--- src/rtl/buzzer_sequencer.sv ---
// Note FIFO and replay sequencer for the buzzer peripheral. Notes are queued over the
// slow CPU bus and played back by driving the buzzer's register port as its only master.
module buzzer_sequencer #(
  parameter int          DEPTH      = 8,
  parameter int          AW         = 3,
  parameter logic [31:0] GAP_CYCLES = 32'd500_000
) (
  input  logic        clk,
  input  logic        rst_n,
  input  logic        clk_cpu,
  input  logic [31:2] Addr,
  input  logic [31:0] Din,
  input  logic        WE,
  output logic [31:0] Dout,
  output logic        irq,
  output logic [3:2]  bz_addr,
  output logic [31:0] bz_din,
  output logic        bz_we,
  output logic        bz_clk,
  input  logic [31:0] bz_dout
);

  typedef enum logic [2:0] {
    S_IDLE, S_WR_FREQ, S_WR_DUR, S_WR_GO, S_WAIT, S_REST, S_GAP, S_STOP
  } state_t;

  localparam logic [1:0]  REG_CTRL   = 2'd0;
  localparam logic [1:0]  REG_FREQ   = 2'd1;
  localparam logic [1:0]  REG_DUR    = 2'd2;
  localparam logic [AW:0] FULL_COUNT = (AW+1)'(DEPTH);

  // CPU-side registers
  logic          clk_cpu_l;
  logic          enable;
  logic          irq_en;
  logic          overflow;
  logic [31:0]   freq_stage;

  // FIFO
  logic [31:0]   fifo_freq [DEPTH];
  logic [31:0]   fifo_dur  [DEPTH];
  logic [AW-1:0] wr_ptr;
  logic [AW-1:0] rd_ptr;
  logic [AW:0]   count;
  logic          empty;
  logic          full;

  // Sequencer
  state_t        state;
  logic [1:0]    step;
  logic [31:0]   note_dur;
  logic [31:0]   timer;

  logic cpu_wr, wr_ctrl, wr_stage, wr_push, flush;
  logic pop, push_ok, abort, busy;
  logic [31:0] head_freq, head_dur;

  // Only the upper address bits and the buzzer's non-run bits go unused.
  logic unused_ok;
  assign unused_ok = &{1'b0, Addr[31:4], bz_dout[31:1]};

  // The CPU clock is slow, so its rising edge is caught in the clk domain.
  assign cpu_wr   = WE & clk_cpu & ~clk_cpu_l;
  assign wr_ctrl  = cpu_wr & (Addr[3:2] == 2'd0);
  assign wr_stage = cpu_wr & (Addr[3:2] == 2'd2);
  assign wr_push  = cpu_wr & (Addr[3:2] == 2'd3);
  assign flush    = wr_ctrl & Din[1];

  assign empty     = (count == '0);
  assign full      = (count == FULL_COUNT);
  assign busy      = (state != S_IDLE);
  assign pop       = (state == S_IDLE) & enable & ~empty & ~flush;
  assign push_ok   = wr_push & (~full | pop);
  assign abort     = ~enable | flush;
  assign head_freq = fifo_freq[rd_ptr];
  assign head_dur  = fifo_dur[rd_ptr];
  assign irq       = irq_en & empty & ~busy;

  always_ff @(posedge clk or negedge rst_n) begin
    if (!rst_n) begin
      clk_cpu_l  <= 1'b0;
      enable     <= 1'b0;
      irq_en     <= 1'b0;
      overflow   <= 1'b0;
      freq_stage <= '0;
      wr_ptr     <= '0;
      rd_ptr     <= '0;
      count      <= '0;
    end else begin
      // NOTE: sequential state uses non-blocking assignments so every register samples pre-edge values.
      clk_cpu_l <= clk_cpu;
      if (wr_ctrl) begin
        enable   <= Din[0];
        irq_en   <= Din[2];
        overflow <= 1'b0;
      end
      if (wr_stage) freq_stage <= Din;
      if (wr_push && !push_ok) overflow <= 1'b1;
      if (flush) begin
        wr_ptr <= '0;
        rd_ptr <= '0;
        count  <= '0;
      end else begin
        if (push_ok) wr_ptr <= wr_ptr + 1'b1;
        if (pop)     rd_ptr <= rd_ptr + 1'b1;
        if (push_ok && !pop)      count <= count + 1'b1;
        else if (pop && !push_ok) count <= count - 1'b1;
      end
    end
  end

  // NOTE: the note storage has no reset; pointers and count alone define what is valid.
  always_ff @(posedge clk) begin
    if (push_ok) begin
      fifo_freq[wr_ptr] <= freq_stage;
      fifo_dur[wr_ptr]  <= Din;
    end
  end

  // Bus outputs are registered; each write step is an A cycle (bz_clk high) then a B cycle.
  always_ff @(posedge clk or negedge rst_n) begin
    if (!rst_n) begin
      state    <= S_IDLE;
      step     <= 2'd0;
      note_dur <= '0;
      timer    <= '0;
      bz_addr  <= REG_CTRL;
      bz_din   <= '0;
      bz_we    <= 1'b0;
      bz_clk   <= 1'b0;
    end else if (abort && state != S_IDLE && state != S_STOP) begin
      // Start STOP with one idle bus cycle so bz_clk is low before the CTRL=0 strobe.
      state   <= S_STOP;
      step    <= 2'd0;
      bz_addr <= REG_CTRL;
      bz_din  <= '0;
      bz_we   <= 1'b0;
      bz_clk  <= 1'b0;
    end else begin
      case (state)
        S_IDLE: begin
          if (pop) begin
            note_dur <= head_dur;
            if (head_freq != 32'd0) begin
              state   <= S_WR_FREQ;
              step    <= 2'd0;
              bz_addr <= REG_FREQ;
              bz_din  <= head_freq;
              bz_we   <= 1'b1;
              bz_clk  <= 1'b1;
            end else begin
              state <= S_REST;
              timer <= head_dur;
            end
          end
        end
        S_WR_FREQ, S_WR_DUR, S_WR_GO: begin
          if (step == 2'd0) begin
            step   <= 2'd1;
            bz_clk <= 1'b0;
          end else begin
            step <= 2'd0;
            if (state == S_WR_FREQ) begin
              state   <= S_WR_DUR;
              bz_addr <= REG_DUR;
              bz_din  <= note_dur;
              bz_clk  <= 1'b1;
            end else if (state == S_WR_DUR) begin
              state   <= S_WR_GO;
              bz_addr <= REG_CTRL;
              bz_din  <= 32'd1;
              bz_clk  <= 1'b1;
            end else begin
              state   <= S_WAIT;
              bz_addr <= REG_CTRL;
              bz_din  <= '0;
              bz_we   <= 1'b0;
            end
          end
        end
        S_WAIT: begin
          if (!bz_dout[0]) begin
            if (GAP_CYCLES == 32'd0) state <= S_IDLE;
            else begin
              state <= S_GAP;
              timer <= GAP_CYCLES;
            end
          end
        end
        S_REST: begin
          if (timer <= 32'd1) begin
            if (GAP_CYCLES == 32'd0) state <= S_IDLE;
            else begin
              state <= S_GAP;
              timer <= GAP_CYCLES;
            end
          end else begin
            timer <= timer - 32'd1;
          end
        end
        S_GAP: begin
          if (timer <= 32'd1) state <= S_IDLE;
          else                timer <= timer - 32'd1;
        end
        S_STOP: begin
          case (step)
            2'd0: begin
              step   <= 2'd1;
              bz_we  <= 1'b1;
              bz_clk <= 1'b1;
            end
            2'd1: begin
              step   <= 2'd2;
              bz_clk <= 1'b0;
            end
            default: begin
              state <= S_IDLE;
              step  <= 2'd0;
              bz_we <= 1'b0;
            end
          endcase
        end
        default: state <= S_IDLE;
      endcase
    end
  end

  always_comb begin
    // NOTE: default first so no path through the case leaves Dout unassigned (no latch).
    Dout = '0;
    case (Addr[3:2])
      2'd0: Dout = {29'd0, irq_en, 1'b0, enable};
      2'd1: begin
        Dout[AW:0] = count;
        Dout[16]   = empty;
        Dout[17]   = full;
        Dout[18]   = busy;
        Dout[19]   = overflow;
      end
      2'd2:    Dout = freq_stage;
      default: Dout = '0;
    endcase
  end

endmodule

--- config.mk ---
export PLATFORM = sky130hd
export DESIGN_NAME = buzzer_sequencer
export DESIGN_NICKNAME = d
export VERILOG_FILES = /design/src/rtl/buzzer_sequencer.sv
export SDC_FILE = /design/constraint.sdc
export NUM_CORES = 1
export LEC_CHECK = 0
export CAP_MARGIN = 20
export CORE_MARGIN = 5
export CORE_UTILIZATION = 25
export CTS_CLUSTER_SIZE = 25
export DETAILED_ROUTE_END_ITERATION = 7
export GPL_TIMING_DRIVEN = 0
export PLACE_DENSITY_LB_ADDON = 0.05
export SLEW_MARGIN = 15
export SYNTH_ARGS = -nofsm -noshare
export SYNTH_HDL_FRONTEND = slang
export SYNTH_SLANG_ARGS = --single-unit
--- constraint.sdc ---
create_clock -name clk -period 9.9 [get_ports clk]
set_input_delay 1.98 -clock clk [delete_from_list [all_inputs] [get_ports clk]]
set_output_delay 1.98 -clock clk [all_outputs]
set_load 0.02 [all_outputs]
### Word-level counts from Yosys, hierarchy flattened

Memory sizes are Yosys's and may differ from the RTL's.
Index checks and enable logic that the tools add are counted.

| word-level totals | value |
|---|---|
| register bits | 151 |
| RAM bits | 512 |
| input port bits | 98 |
| output and inout bits | 69 |
| memories kept | 2 |

Memory list:

| name | words | width | rd ports | clocked after memory_dff | write ports | line | source |
|---|---|---|---|---|---|---|---|
| fifo_dur | 8 | 32 | 1 | 0 | 1 | 41 | `logic [31:0] fifo_dur [DEPTH];` |
| fifo_freq | 8 | 32 | 1 | 0 | 1 | 40 | `logic [31:0] fifo_freq [DEPTH];` |

| cells by class | value |
|---|---|
| $add $sub $neg | 5 |
| magnitude comparators | 1 |
| equality and inequality tests | 29 |
| multiplexer cells | 65 |
| bitwise gates (word level) | 21 |
| reduce and logical (&&, ||, !) cells | 29 |

Operators by type and width:

| cell | number |
|---|---|
| $mux 32 | 10 |
| $pmux 32 s4 | 1 |
| $pmux 32 s2 | 1 |
| $mux 3 | 14 |
| $le 32x1->1 const B | 1 |
| $reduce_bool 32->1 | 1 |
| $sub 32x1->32 const B | 1 |
| $ne 3x3->1 const B | 9 |
| $mux 12 | 2 |
| $pmux 3 s6 | 1 |
| $mux 1 | 16 |
| $mux 2 | 8 |
| $and 1x1->1 | 12 |
| $eq 3x3->1 const B | 4 |
| $mux 4 | 3 |
| $pmux 4 s3 | 1 |
| $reduce_and 6->1 | 2 |
| $reduce_bool 3->1 | 3 |
| $ne 2x2->1 const B | 4 |
| $pmux 2 s2 | 2 |
| $pmux 4 s2 | 1 |
| $reduce_bool 4->1 | 2 |
| $not 1->1 | 7 |
| $reduce_and 7->1 | 1 |
| 27 further kinds | 43 |

### Longest topological paths before layout

| logic depth | value |
|---|---|
| depth after elaboration | 13 |
| gate-level depth with buffers | 14 |

### Worst setup path after synthesis

OpenSTA, ideal clock, no wires.

| path | value |
|---|---|
| path kind | input -> register |
| start | input Addr[2] (netlist name) |
| end | memory fifo_dur[0][0] (enable) |
| arrival | 9.160 ns |
| data required time | 9.257 ns |
| path slack | 0.097 ns |
| stages | 8 |
| buffers on the path | 1 |
| cells stage by stage | inv_1 -> ha_1 -> nand4b_1 -> o2111ai_1 -> clkbuf_1 -> nand2_1 -> nand3_1 -> nor4_1 |

| on the way | value |
|---|---|
| word-level cells in the longest chain between the ends | 9 |

RTL lines:

| element | line | source |
|---|---|---|
| start, declared | 11 | `input logic [31:2] Addr,` |
| $logic_not 2->1 | 64 | `assign wr_ctrl = cpu_wr & (Addr[3:2] == 2'd0);` |
| $and 1x1->1 | 64 |  |
| $and 1x1->1 | 67 | `assign flush = wr_ctrl & Din[1];` |
| $not 1->1 | 72 | `assign pop = (state == S_IDLE) & enable & ~empty & ~flush;` |
| $and 1x1->1 | 72 |  |
| $or 1x1->1 | 73 | `assign push_ok = wr_push & (~full \| pop);` |
| $and 1x1->1 * | 73 |  |
| $mux 1 * | 114 | `if (push_ok) begin` |
| $mux 1 (implied by the code) * | 116 | `fifo_dur[wr_ptr] <= Din;` |
| end, declared | 41 |  |

Every way passes the cells marked *; elsewhere a longest branch is shown, timed or not.

### Worst setup path after layout

| path | value |
|---|---|
| start | input Addr[2] (netlist name) |
| end | output Dout[8] |

| on the way | value |
|---|---|
| word-level cells in the longest chain between the ends | 2 |

RTL lines:

| element | line | source |
|---|---|---|
| $eq 2x2->1 | 231 | `case (Addr[3:2])` |
| $mux 12 | 231 |  |
| end, declared | 14 | `output logic [31:0] Dout,` |

No other way between the ends.

==> metrics.txt <==
status completed; CP Buf/Inv Count 5; number of flops mapped to enable cells by yosys between 500 and 600; Final Hold Viols 0; GRT Overall Usage roughly 16%; Initial Util 25.2%; I/O pin count 167; CORE AREA 0.109 mm²; min Tclk post-route 7.21 ns; Critical Path Source Addr[2]; ys async rst share roughly 23%; ratio of cells with drive above 1 in the final layout a little over a fifth; Yosys reg bits 663; area delta synth->final 22.7%; CP Capture Type output port; Vias per Instance 4.79; PortBufs about 110; routed wire length a little under 100000 µm; Fill cells 10800; Cell variety after synth 67; worst relative slew slack between 20% and 30%; CTS root buffer clkbuf_16; FP Rows between 100 and 150; Peak Freq 0.139 GHz; worst hold start note_dur[8]; final worst slack 2.69 ns; DP HPWL between 70000 and 80000 µm; worst reg-to-reg setup slack between 5 and 6 ns; Clock Pin Slew Worst Setup and Hold Paths roughly 0.05 ns; Die Width between 300 and 400 µm; total of max-cap violations 0; die area 0.117 mm²; worst-skew pair later-pin latency 0.65 ns; post-CTS sizing 0; wire per inst 28.2 µm; drt first pass iters 6; hold-fix buffers at CTS 0; pwr/cell area 296 mW/mm²; residual overflow from global routing 0; Worst Clk Skew 0.0367 ns; initial antenna violation count 6; CP peak stage delay 0.79 ns; Synth Area per Inst 16.5 µm²; Leak 11.7 nW; Warnings, synthesis 0; arrival time worst endpoint 5.23 ns; Worst Hold Class flip-flop to flip-flop; Setup Crit Path Kind input port to output port; number of CTS-inserted buffers 82; pin count of the biggest net entering global routing 79; GPL Wtd Cong 0.827; worst-margin pin slew 1.12 ns; post-synthesis sequential area ratio 69.7%; critical path, cell by cell clkdlybuf4s50_1 > inv_1 > ha_1 > clkbuf_1 > clkbuf_1 > and2_1 > clkdlybuf4s50_1; CTS tree yes; Antenna Nets Post-Route 0; Worst path slowest cell clkbuf_1; Final setup violation count 0; die height 342 µm; Peak VDD IR 0.111 mV; RSZ-0062 raised after global routing false; hold_ws 0.483 ns; Initial DRC Count 1247; Post-Syn Area approximately 0.027 mm²; TritonCTS Sinks 663; vias 16400; Mapped Cells about 1700; Top FF cell, synth edfxtp_1; CP Launch Type input port; Top delay family on crit path buffers and inverters; drt drc 0; setup bufs post-CTS 0; worst slack, placed about 2.6 ns; first-pass GRT wire length around 140000 µm; Net Count, Synth 1781; Slew Viols, Final 0; launch point of the worst reg-to-reg path rd_ptr[2]; H-tree levels 3; Critical Path RT 7.92 ns; Nets between 2000 and 2500; vias in the first global route 16900; CTS max path bufs 3; period utilisation layout between 70% and 80%; Max FO, Critical Path 10
[placed cells by master, fill, tap and decap left out, types with 11 or more instances in the layout]
cell type	instances
clkdlybuf4s50_1	106
buf_6	17
dfrtp_1	151
clkbuf_1	62
mux4_2	93
buf_2	30
clkinv_1	19
nand2_1	105
and2_1	27
mux2_4	29
mux2_2	44
nor2_1	60
buf_4	61
o21ai_0	107
a21oi_1	60
clkinv_2	11
edfxtp_1	512
nor2b_1	11
clkbuf_16	83
inv_1	16
o22ai_1	30
nor4_1	13
ha_1	11
nand3_1	28
buf_1	13
nand4_1	15
nor3_1	20
mux2i_1	107
[final timing paths]
path | endpoint | cells past startpoint
max in group asynchronous | freq_stage[31] | 2
worst min register to register | note_dur[8] | 2
min in group asynchronous | count[0] | 1
worst max-delay path | Dout[8] | 7
worst min-delay path | note_dur[8] | 2
worst max register to register | timer[3] | 10
[flip-flops by register name, summed over array words and instances (netlist names), 4 cells and up]
signal	cells
freq_stage	32
fifo_freq	256
note_dur	32
count	4
timer	32
fifo_dur	256
bz_din	32
[routing by layer]
metal  wire [µm]  GRT usage, %  vias to the layer above  share of wire, %
li1            -             -                     7176                 -
met1       46100          23.7                     8689                48
met2       43600          25.3                      436                45
met3        4740          2.83                      110               4.9
met4        2260          4.52                        0               2.3
met5           0             0                        -                 0
[worst register-to-register path: cells and delay by family, from the launching register on]
family / cells / cell delay [ns]
buffers and inverters: 3 / 1.35
AO/OA/AOI/OAI: 3 / 0.77
AND/OR/NAND/NOR: 2 / 1.00
flip-flops: 1 / 0.32
multiplexers: 2 / 1.14
[metrics by stage]
step	util (%)	setup TNS (ns)	power (W)	instances	instance area (µm²)
after floorplan	-	0	0.00564	1671	27500
after global placement	27.8	-3315.35	0.00719	3192	30300
after detailed placement	28.6	0	0.00720	3276	31200
after CTS	30.9	0	0.0101	3427	33700
after global routing	30.9	0	0.0105	3427	33700
final	30.9	0	0.00998	3429	33700
[cell families after synthesis]
logic type      Yosys count  synth area share [%]
buf+inv                 109                  2.01
fa+ha+maj                12                 0.573
flops                   663                  69.7
simple gates            324                  5.82
compound gates          271                  5.95
xor+xnor                 11                 0.350
mux                     281                  15.6
[cells in the mapped netlist (6+ instances only)]
| library cell | n | area (µm²) |
|---|---|---|
| a21oi_1 | 60 | 300 |
| a22oi_1 | 10 | 75.1 |
| and2_1 | 27 | 169 |
| buf_1 | 14 | 52.6 |
| buf_2 | 21 | 105 |
| buf_4 | 8 | 60.1 |
| clkbuf_1 | 41 | 154 |
| dfrtp_1 | 151 | 3780 |
| edfxtp_1 | 512 | 15400 |
| ha_1 | 11 | 138 |
| inv_1 | 16 | 60.1 |
| mux2_2 | 44 | 495 |
| mux2_4 | 29 | 435 |
| mux2i_1 | 107 | 1070 |
| mux4_1 | 7 | 184 |
| mux4_2 | 93 | 2090 |
| nand2_1 | 105 | 394 |
| nand2b_1 | 6 | 37.5 |
| nand3_1 | 28 | 140 |
| nand4_1 | 15 | 93.8 |
| nor2_1 | 62 | 233 |
| nor2b_1 | 11 | 68.8 |
| nor3_1 | 25 | 125 |
| nor4_1 | 14 | 87.6 |
| o211ai_1 | 10 | 75.1 |
| o21ai_0 | 107 | 536 |
| o22ai_1 | 30 | 188 |
| o311ai_0 | 6 | 52.6 |
| o32ai_1 | 9 | 78.8 |
| or3_1 | 8 | 50.1 |
| or4_1 | 9 | 67.6 |
| xnor2_1 | 6 | 52.6 |
[layout make-up]
class / count / area, µm² / area share [%]
multi-input combinational: 899 / 7840 / 23.2
timing repair buffer: 191 / 1860 / 5.52
buffer: 91 / 488 / 1.45
antenna: 2 / 5.00 / 0.0148
sequential: 663 / 19200 / 56.8
inverter: 18 / 67.6 / 0.200
tap: 1414 / 1770 / 5.24
clock inverter: 42 / 334 / 0.990
clock buffer: 109 / 2210 / 6.56
[power by group]
| part | internal (W) | total, W | switching, W |
|---|---|---|---|
| Combinational | 0.00133 | 0.00350 | 0.00217 |
| Clock | 0.00168 | 0.00288 | 0.00120 |
| Sequential | 0.00330 | 0.00360 | 0.000304 |
Power figures use the tool's default switching activity.
